File: src/rtl/muldiv_unit.sv
// rtl/muldiv_unit.sv - iterative radix-2 multiply/divide unit owning the HI/LO pair
module muldiv_unit #(
    parameter int WIDTH = 32
) (
    input  logic             CLK,
    input  logic             RST,
    input  logic             start,
    input  logic [2:0]       op,
    input  logic [WIDTH-1:0] rs,
    input  logic [WIDTH-1:0] rt,
    input  logic             cancel,
    output logic             busy,
    output logic             done,
    output logic             div_by_zero,
    output logic [WIDTH-1:0] hi,
    output logic [WIDTH-1:0] lo
);

    localparam int CNT_W = $clog2(WIDTH + 1);

    typedef enum logic [1:0] {IDLE, RUN, FIX} state_t;

    state_t             state_q;
    logic [CNT_W-1:0]   cnt_q;
    logic [WIDTH-1:0]   b_q;
    logic [2*WIDTH-1:0] acc_q;
    logic               is_div_q;
    logic               neg_q;
    logic               neg_rem_q;
    logic               busy_q;
    logic               done_q;
    logic               dbz_q;
    logic [WIDTH-1:0]   hi_q;
    logic [WIDTH-1:0]   lo_q;

    logic               op_is_div;
    logic               op_signed;
    logic               sign_rs;
    logic               sign_rt;
    logic [WIDTH-1:0]   mag_rs;
    logic [WIDTH-1:0]   mag_rt;
    logic [WIDTH:0]     mul_sum;
    logic [WIDTH:0]     div_trial;
    logic [WIDTH:0]     div_diff;
    logic [2*WIDTH-1:0] acc_d;
    logic [2*WIDTH-1:0] prod_fix;
    logic [WIDTH-1:0]   quot_fix;
    logic [WIDTH-1:0]   rem_fix;
    logic               zero_div;

    assign op_is_div = op[1];
    assign op_signed = ~op[0];

    // A zero divisor takes the raw unsigned path so HI ends up holding rs untouched.
    assign sign_rs = op_signed & rs[WIDTH-1] & ~(op_is_div & (rt == '0));
    assign sign_rt = op_signed & rt[WIDTH-1];
    assign mag_rs  = sign_rs ? -rs : rs;
    assign mag_rt  = sign_rt ? -rt : rt;

    // Multiply: acc = {partial product, remaining multiplier bits}, b_q = multiplicand.
    assign mul_sum = {1'b0, acc_q[2*WIDTH-1:WIDTH]} + (acc_q[0] ? {1'b0, b_q} : '0);

    // Divide: acc = {partial remainder, dividend/quotient bits}, b_q = divisor.
    assign div_trial = acc_q[2*WIDTH-1:WIDTH-1];
    assign div_diff  = div_trial - {1'b0, b_q};

    assign acc_d = is_div_q
        ? {(div_diff[WIDTH] ? div_trial[WIDTH-1:0] : div_diff[WIDTH-1:0]),
           acc_q[WIDTH-2:0], ~div_diff[WIDTH]}
        : {mul_sum, acc_q[WIDTH-1:1]};

    assign prod_fix = neg_q ? -acc_q : acc_q;
    assign quot_fix = neg_q ? -acc_q[WIDTH-1:0] : acc_q[WIDTH-1:0];
    assign rem_fix  = neg_rem_q ? -acc_q[2*WIDTH-1:WIDTH] : acc_q[2*WIDTH-1:WIDTH];
    assign zero_div = is_div_q & (b_q == '0);

    always_ff @(posedge CLK or posedge RST) begin
        if (RST) begin
            state_q   <= IDLE;
            cnt_q     <= '0;
            b_q       <= '0;
            acc_q     <= '0;
            is_div_q  <= 1'b0;
            neg_q     <= 1'b0;
            neg_rem_q <= 1'b0;
            busy_q    <= 1'b0;
            done_q    <= 1'b0;
            dbz_q     <= 1'b0;
            hi_q      <= '0;
            lo_q      <= '0;
        end else begin
            done_q <= 1'b0;
            case (state_q)
                IDLE: begin
                    if (start && !cancel) begin
                        if (!op[2]) begin
                            state_q   <= RUN;
                            busy_q    <= 1'b1;
                            dbz_q     <= 1'b0;
                            cnt_q     <= '0;
                            is_div_q  <= op_is_div;
                            b_q       <= op_is_div ? mag_rt : mag_rs;
                            acc_q     <= {{WIDTH{1'b0}}, (op_is_div ? mag_rs : mag_rt)};
                            neg_q     <= sign_rs ^ sign_rt;
                            neg_rem_q <= sign_rs;
                        end else if (op == 3'd4) begin
                            hi_q <= rs;
                        end else if (op == 3'd5) begin
                            lo_q <= rs;
                        end
                    end
                end
                RUN: begin
                    if (cancel) begin
                        state_q <= IDLE;
                        busy_q  <= 1'b0;
                    end else begin
                        acc_q <= acc_d;
                        cnt_q <= cnt_q + CNT_W'(1);
                        if (cnt_q == CNT_W'(WIDTH - 1)) begin
                            state_q <= FIX;
                        end
                    end
                end
                FIX: begin
                    state_q <= IDLE;
                    busy_q  <= 1'b0;
                    if (!cancel) begin
                        done_q <= 1'b1;
                        dbz_q  <= zero_div;
                        if (is_div_q) begin
                            hi_q <= rem_fix;
                            lo_q <= quot_fix;
                        end else begin
                            hi_q <= prod_fix[2*WIDTH-1:WIDTH];
                            lo_q <= prod_fix[WIDTH-1:0];
                        end
                    end
                end
                default: begin
                    state_q <= IDLE;
                    busy_q  <= 1'b0;
                end
            endcase
        end
    end

    assign busy        = busy_q;
    assign done        = done_q;
    assign div_by_zero = dbz_q;
    assign hi          = hi_q;
    assign lo          = lo_q;

endmodule

File: config.mk
export PLATFORM = sky130hd
export DESIGN_NAME = muldiv_unit
export DESIGN_NICKNAME = d
export VERILOG_FILES = /design/src/rtl/muldiv_unit.sv
export SDC_FILE = /design/constraint.sdc
export NUM_CORES = 1
export LEC_CHECK = 0
export BUFFER_PORTS_ARGS = -buffer_cell sky130_fd_sc_hd__clkbuf_2
export CAP_MARGIN = 40
export CORE_ASPECT_RATIO = 1.4
export CORE_MARGIN = 5
export CORE_UTILIZATION = 45
export DETAILED_ROUTE_END_ITERATION = 6
export GPL_TIMING_DRIVEN = 0
export PLACE_DENSITY = 0.69
export SETUP_SLACK_MARGIN = 0.02
export SYNTH_ARGS = -nofsm -noshare
export SYNTH_HDL_FRONTEND = slang
export SYNTH_SLANG_ARGS = --single-unit
File: constraint.sdc
create_clock -name CLK -period 13.8 [get_ports CLK]
set_clock_uncertainty 0.1 [all_clocks]
set_input_delay 2.76 -clock CLK [delete_from_list [all_inputs] [get_ports CLK]]
set_output_delay 2.76 -clock CLK [all_outputs]
set_load 0.01 [all_outputs]
# == Word level (Yosys, flattened, before mapping) ==
# Cells that the tools add are included.
# Widths: inputs -> output; s select.
# classes
n_lt_le_gt_ge,0
mux,46
bitwise_logic,10
mul,0
n_reduce_logical,14
shift,0
addsub,8
n_div,0
n_eq_ne,15
# ops
cell,count
$mux 32,19
$mux 64,5
$neg 32->32,4
$pmux 32 s2,2
$pmux 64 s2,1
$logic_not 32->1,2
$neg 64->64,1
$add 32x32->33,1
$sub 33x32->33,1
$mux 6,3
$ne 2x2->1 const B,9
$pmux 6 s2,1
$reduce_and 3->1,3
$mux 1,8
$mux 2,4
$reduce_and 4->1,2
$add 6x1->6 const B,1
$eq 3x3->1 const B,2
$eq 6x5->1 const B,1
$reduce_and 6->1,1
$and 1x1->1,5
$reduce_and 5->1,1
$not 1->1,4
$pmux 1 s2,2
9 further kinds,10
# word_totals
reg_bits,174
romBits,0
output_inout_bits,67
ram_bits,0
n_memories,0
latch_bits,0
in_bits,71
wordCells,105

# == Depth between registers and ports, before layout ==
# depth
ltp_word,9
mapped_depth,15

# == Worst setup path before layout ==
# OpenSTA, ideal clock, no wires.
# synth_path
path_kind,input -> register
from,input port rt[9]
to,register b_q[11]
stages,10
setup_ns,0.125
required_time_ns,13.575
slack_ns,8.679
t_arrival_ns,4.897
cell_sequence,or4_4 -> nor4_4 -> nand4_1 -> nand2b_1 -> o21a_1 -> buf_2 -> o31ai_1 -> xor2_1 -> mux2i_1 -> mux2_2
# synth_between
elab_chain_cells,6
elab_cells_between_ends,8
cone_classes,add/sub: 1; mux: 3; bitwise: 3; reduce/logical: 1
# synth_rtl
item,line,rtl
from (decl),10,"input logic [WIDTH-1:0] rt,"
"parallel branches: the longest is 5 deep, another holds $neg 32->32",--,
$mux 32 *,102,b_q <= op_is_div ? mag_rt : mag_rs;
to (signal assigned),102,
to (decl),25,logic [WIDTH-1:0] b_q;
# Every way passes the cells marked *.
# A chain may end at the register's enable or synchronous reset.

# == Worst setup path in the final report ==
# layout_path
from,input port rt[11]
to,register b_q[6]
# layout_between
elab_chain_cells,6
# layout_rtl
item,line,rtl
$logic_not 32->1,55,assign sign_rs = op_signed & rs[WIDTH-1] & ~(op_is_div & (rt == '0));
$and 1x1->1,55,
$not 1->1,55,
$and 1x1->1,55,
$mux 32,57,assign mag_rs = sign_rs ? -rs : rs;
$mux 32,102,
# Every way passes these cells.

==> run metrics <==
Critical Path AT=6.06 ns; commonest register cell after synthesis=dfrtp_1; Post-Layout Cell Count=2523; final setup fails=0; synth-to-layout area growth=12.8%; CTS Buf Count=17; CP bufs+invs=2; Min-Delay Endpoint=lo[6]; setup TNS=0 ns; Initial DRC Count=1345; Die X=roughly 160 um; CTS sink count=174; Static Leak=0.00732 uW; Crit path max-delay family=simple AND/OR/NAND/NOR gates; RR Startpoint=acc_q[0]; CTS Buffer Depth=2; n_diodes=0; first drt pass iteration count=7; CP Cell Sequence=clkbuf_2, or3_1, nor3_1, nand4_1, nand2b_1, o21a_1, buf_2, nand2_1, xor2_1, mux2i_1, mux2_2; crit path kind=in2reg; top post-synthesis cells by area=dfrtp_1, a21oi_1, ha_1; syn_area_per_cell=7.74 um^2; Layout Nets=between 2000 and 2500; P_int=1620 uW; final core utilization=roughly half; number of global-route vias before repair=15100; Crit Path Max Fanout=10; ANT nets after route=0; placed insts=2491; post-synthesis sequential area ratio=29.5%; clock latency on the worst-skew pair=0.47 ns; initial core utilization=a little under half; Rel. slew slack=around 34%; Syn Inst Count=1909; antenna violations before repair=0; Seq cells post-synth=174; Register-to-Register Path Depth=14; Peak Freq=172 MHz; total I/O pin count=138; CTS tree=done; post_cts resized=0; clock share of power=15.8%; unrepaired setup endpoints after global routing=no; final WL=about 62 mm; pwr/cell area=192 nW/um^2; Critical Path Max Stage Delay=0.49 ns; Synth Warn #=0; largest net degree at the start of global routing=89; DP Wirelength=51.1 mm; count of cell types in the netlist=83; GRT Total Usage=33.7%; first-pass GRT wire length=between 90 and 100 mm; outcome=finished, final reports clean; syn_nets=2051; H-tree depth=4; CP Capture Type=flip-flop; EDFF count, synth=0; layout cells sized above 1=a little over a tenth; post-CTS setup buffers=0; Async S/R FF share, synth=100%; Data required, critical path=14.04 ns; Logic pwr share=between 50% and 60%; min-delay src=lo[6]; flop2flop setup slack=9.13 ns; Port-buffer cells=roughly 140; Yosys top cell by area=dfrtp_1; Slew Limit Fails=0; max-cap violations=0; clock root cell=clkbuf_16; r2r endpoint=acc_q[61]; worst slew pin tran=slightly below 1 ns; Avg WL per Cell=24.7 um; DR vias=15500; Switch Pwr=1590 uW; Tmin final=around 5.8 ns; fin crit share=42.1%; Core Area=32400 um^2; sw frac=49.5%; Startpoint Class=primary input; Min-Delay Path Class=reg2reg; Fin. Hold Viols=0; GPL Wtd Cong=between 1 and 1.5; remaining global-route overflow=0; Post-Syn Area=14800 um^2; Die H=224 um; Yosys top cell area share=29.5%; Hold Buf Count CTS=0; Pwr Total=3210 uW; sequential share of power=26.9%; Worst Hold Depth=2; Remaining DRCs=0; row cnt=78; CTS clk-pin slew, worst paths=0.07 ns; Die Area=36600 um^2; Via density=about 6; VDD IR max=104 uV; Max stage delay cell, worst path=xor2_1
-- per-stage QoR --
stage               setup WS (ns)  hold slack, ns  area (um^2)
floorplan                    6.22           0.343        14800
global placement             3.92           0.359        16000
detailed placement           7.65           0.366        16100
CTS                          8.12           0.382        16700
global route                 7.95           0.402        16700
finish                       7.98           0.380        16700
-- cells in the mapped netlist (12+ instances only) --
cell type,number
a211oi_1,18
a21o_1,26
a21oi_1,202
a22oi_1,19
a31oi_1,17
and3_1,13
buf_1,12
clkbuf_1,82
dfrtp_1,174
ha_1,69
inv_1,68
mux2_2,15
mux2i_1,29
nand2_1,204
nand2b_1,23
nand3_1,17
nand4_1,13
nor2_1,217
nor2b_1,14
nor3_1,47
nor4_1,17
o211ai_1,39
o21a_1,14
o21ai_0,95
o21ai_1,98
o31ai_1,39
or3_1,28
xnor2_1,89
xor2_1,81
-- how the worst max path moves through the flow --
stage / from / endpoint / slack [ns] / depth (start not counted)
after floorplan: RST / acc_q[0] / 6.22 / 1
after global placement: RST / acc_q[63] / 3.92 / 2
after detailed placement: rt[7] / b_q[6] / 7.65 / 11
after CTS: rt[7] / b_q[6] / 8.12 / 11
after global routing: rt[0] / b_q[6] / 7.95 / 13
final: rt[11] / b_q[6] / 7.98 / 11
-- tightest hold or removal path, stage by stage, from the launching register on --
cell and delay, ns:
dfrtp_1 0.34, nand2_1 0.05, o31ai_1 0.05
-- final cells by class --
cell class              count  area [um^2]
plain buffers             107          427
clock buffers              19          433
multi-input cells        1559         9740
inverters                  69          267
well taps                 440          551
repair buffers            142          751
flip-flops and latches    174         4350
fillers                  3251        15700
clock inverters            13          155
-- power groups by stage --
stage | Sequential (uW) | Combinational (uW) | Clock, uW
after floorplan | 792 | 1300 | 0
after CTS | 855 | 1810 | 506
after detailed placement | 864 | 1800 | 0
final | 863 | 1840 | 508
after global routing | 876 | 2020 | 528
after global placement | 863 | 1780 | 0
-- metal layers --
layer / vias up / global-route usage (%) / wire [um]
li1: 7184 / - / -
met5: - / 0 / 0
met1: 7349 / 37.4 / 22600
met3: 270 / 4.25 / 3540
met4: 0 / 28.1 / 6180
met2: 700 / 57.1 / 30100
-- layout by cell type, fill, tap and decap left out, types with 18 or more instances in the layout --
cell type | Yosys | routed
a22oi_1 | 19 | 19
clkbuf_1 | 82 | 84
nand2_1 | 204 | 204
o21ai_1 | 98 | 98
xnor2_1 | 89 | 89
or3_1 | 28 | 28
dfrtp_1 | 174 | 174
mux2i_1 | 29 | 29
a211oi_1 | 18 | 18
nor2_1 | 217 | 217
o211ai_1 | 39 | 39
nand2b_1 | 23 | 23
a21o_1 | 26 | 26
inv_1 | 68 | 67
o31ai_1 | 39 | 39
clkbuf_2 | 1 | 137
nor3_1 | 47 | 47
ha_1 | 69 | 69
xor2_1 | 81 | 81
a21oi_1 | 202 | 202
o21ai_0 | 95 | 95
-- logic make-up (layout without fill, tap and decap cells) --
logic type | after synthesis | after routing | share of synthesized area (%)
compound gates | 640 | 640 | 26.5
xor+xnor | 170 | 170 | 10.1
fa+ha+maj | 71 | 71 | 6.11
buf+inv | 176 | 350 | 4.64
flops | 174 | 174 | 29.5
mux | 45 | 45 | 3.18
simple gates | 633 | 633 | 20.0
-- sequential cells by signal, summed over array words and instances, names as in the netlist --
signal,cells
state_q,2
cnt_q,6
acc_q,64
busy,1
div_by_zero,1
hi,32
neg_q,1
done,1
b_q,32
lo,32
is_div_q,1
neg_rem_q,1
Power figures use the tool's default switching activity.
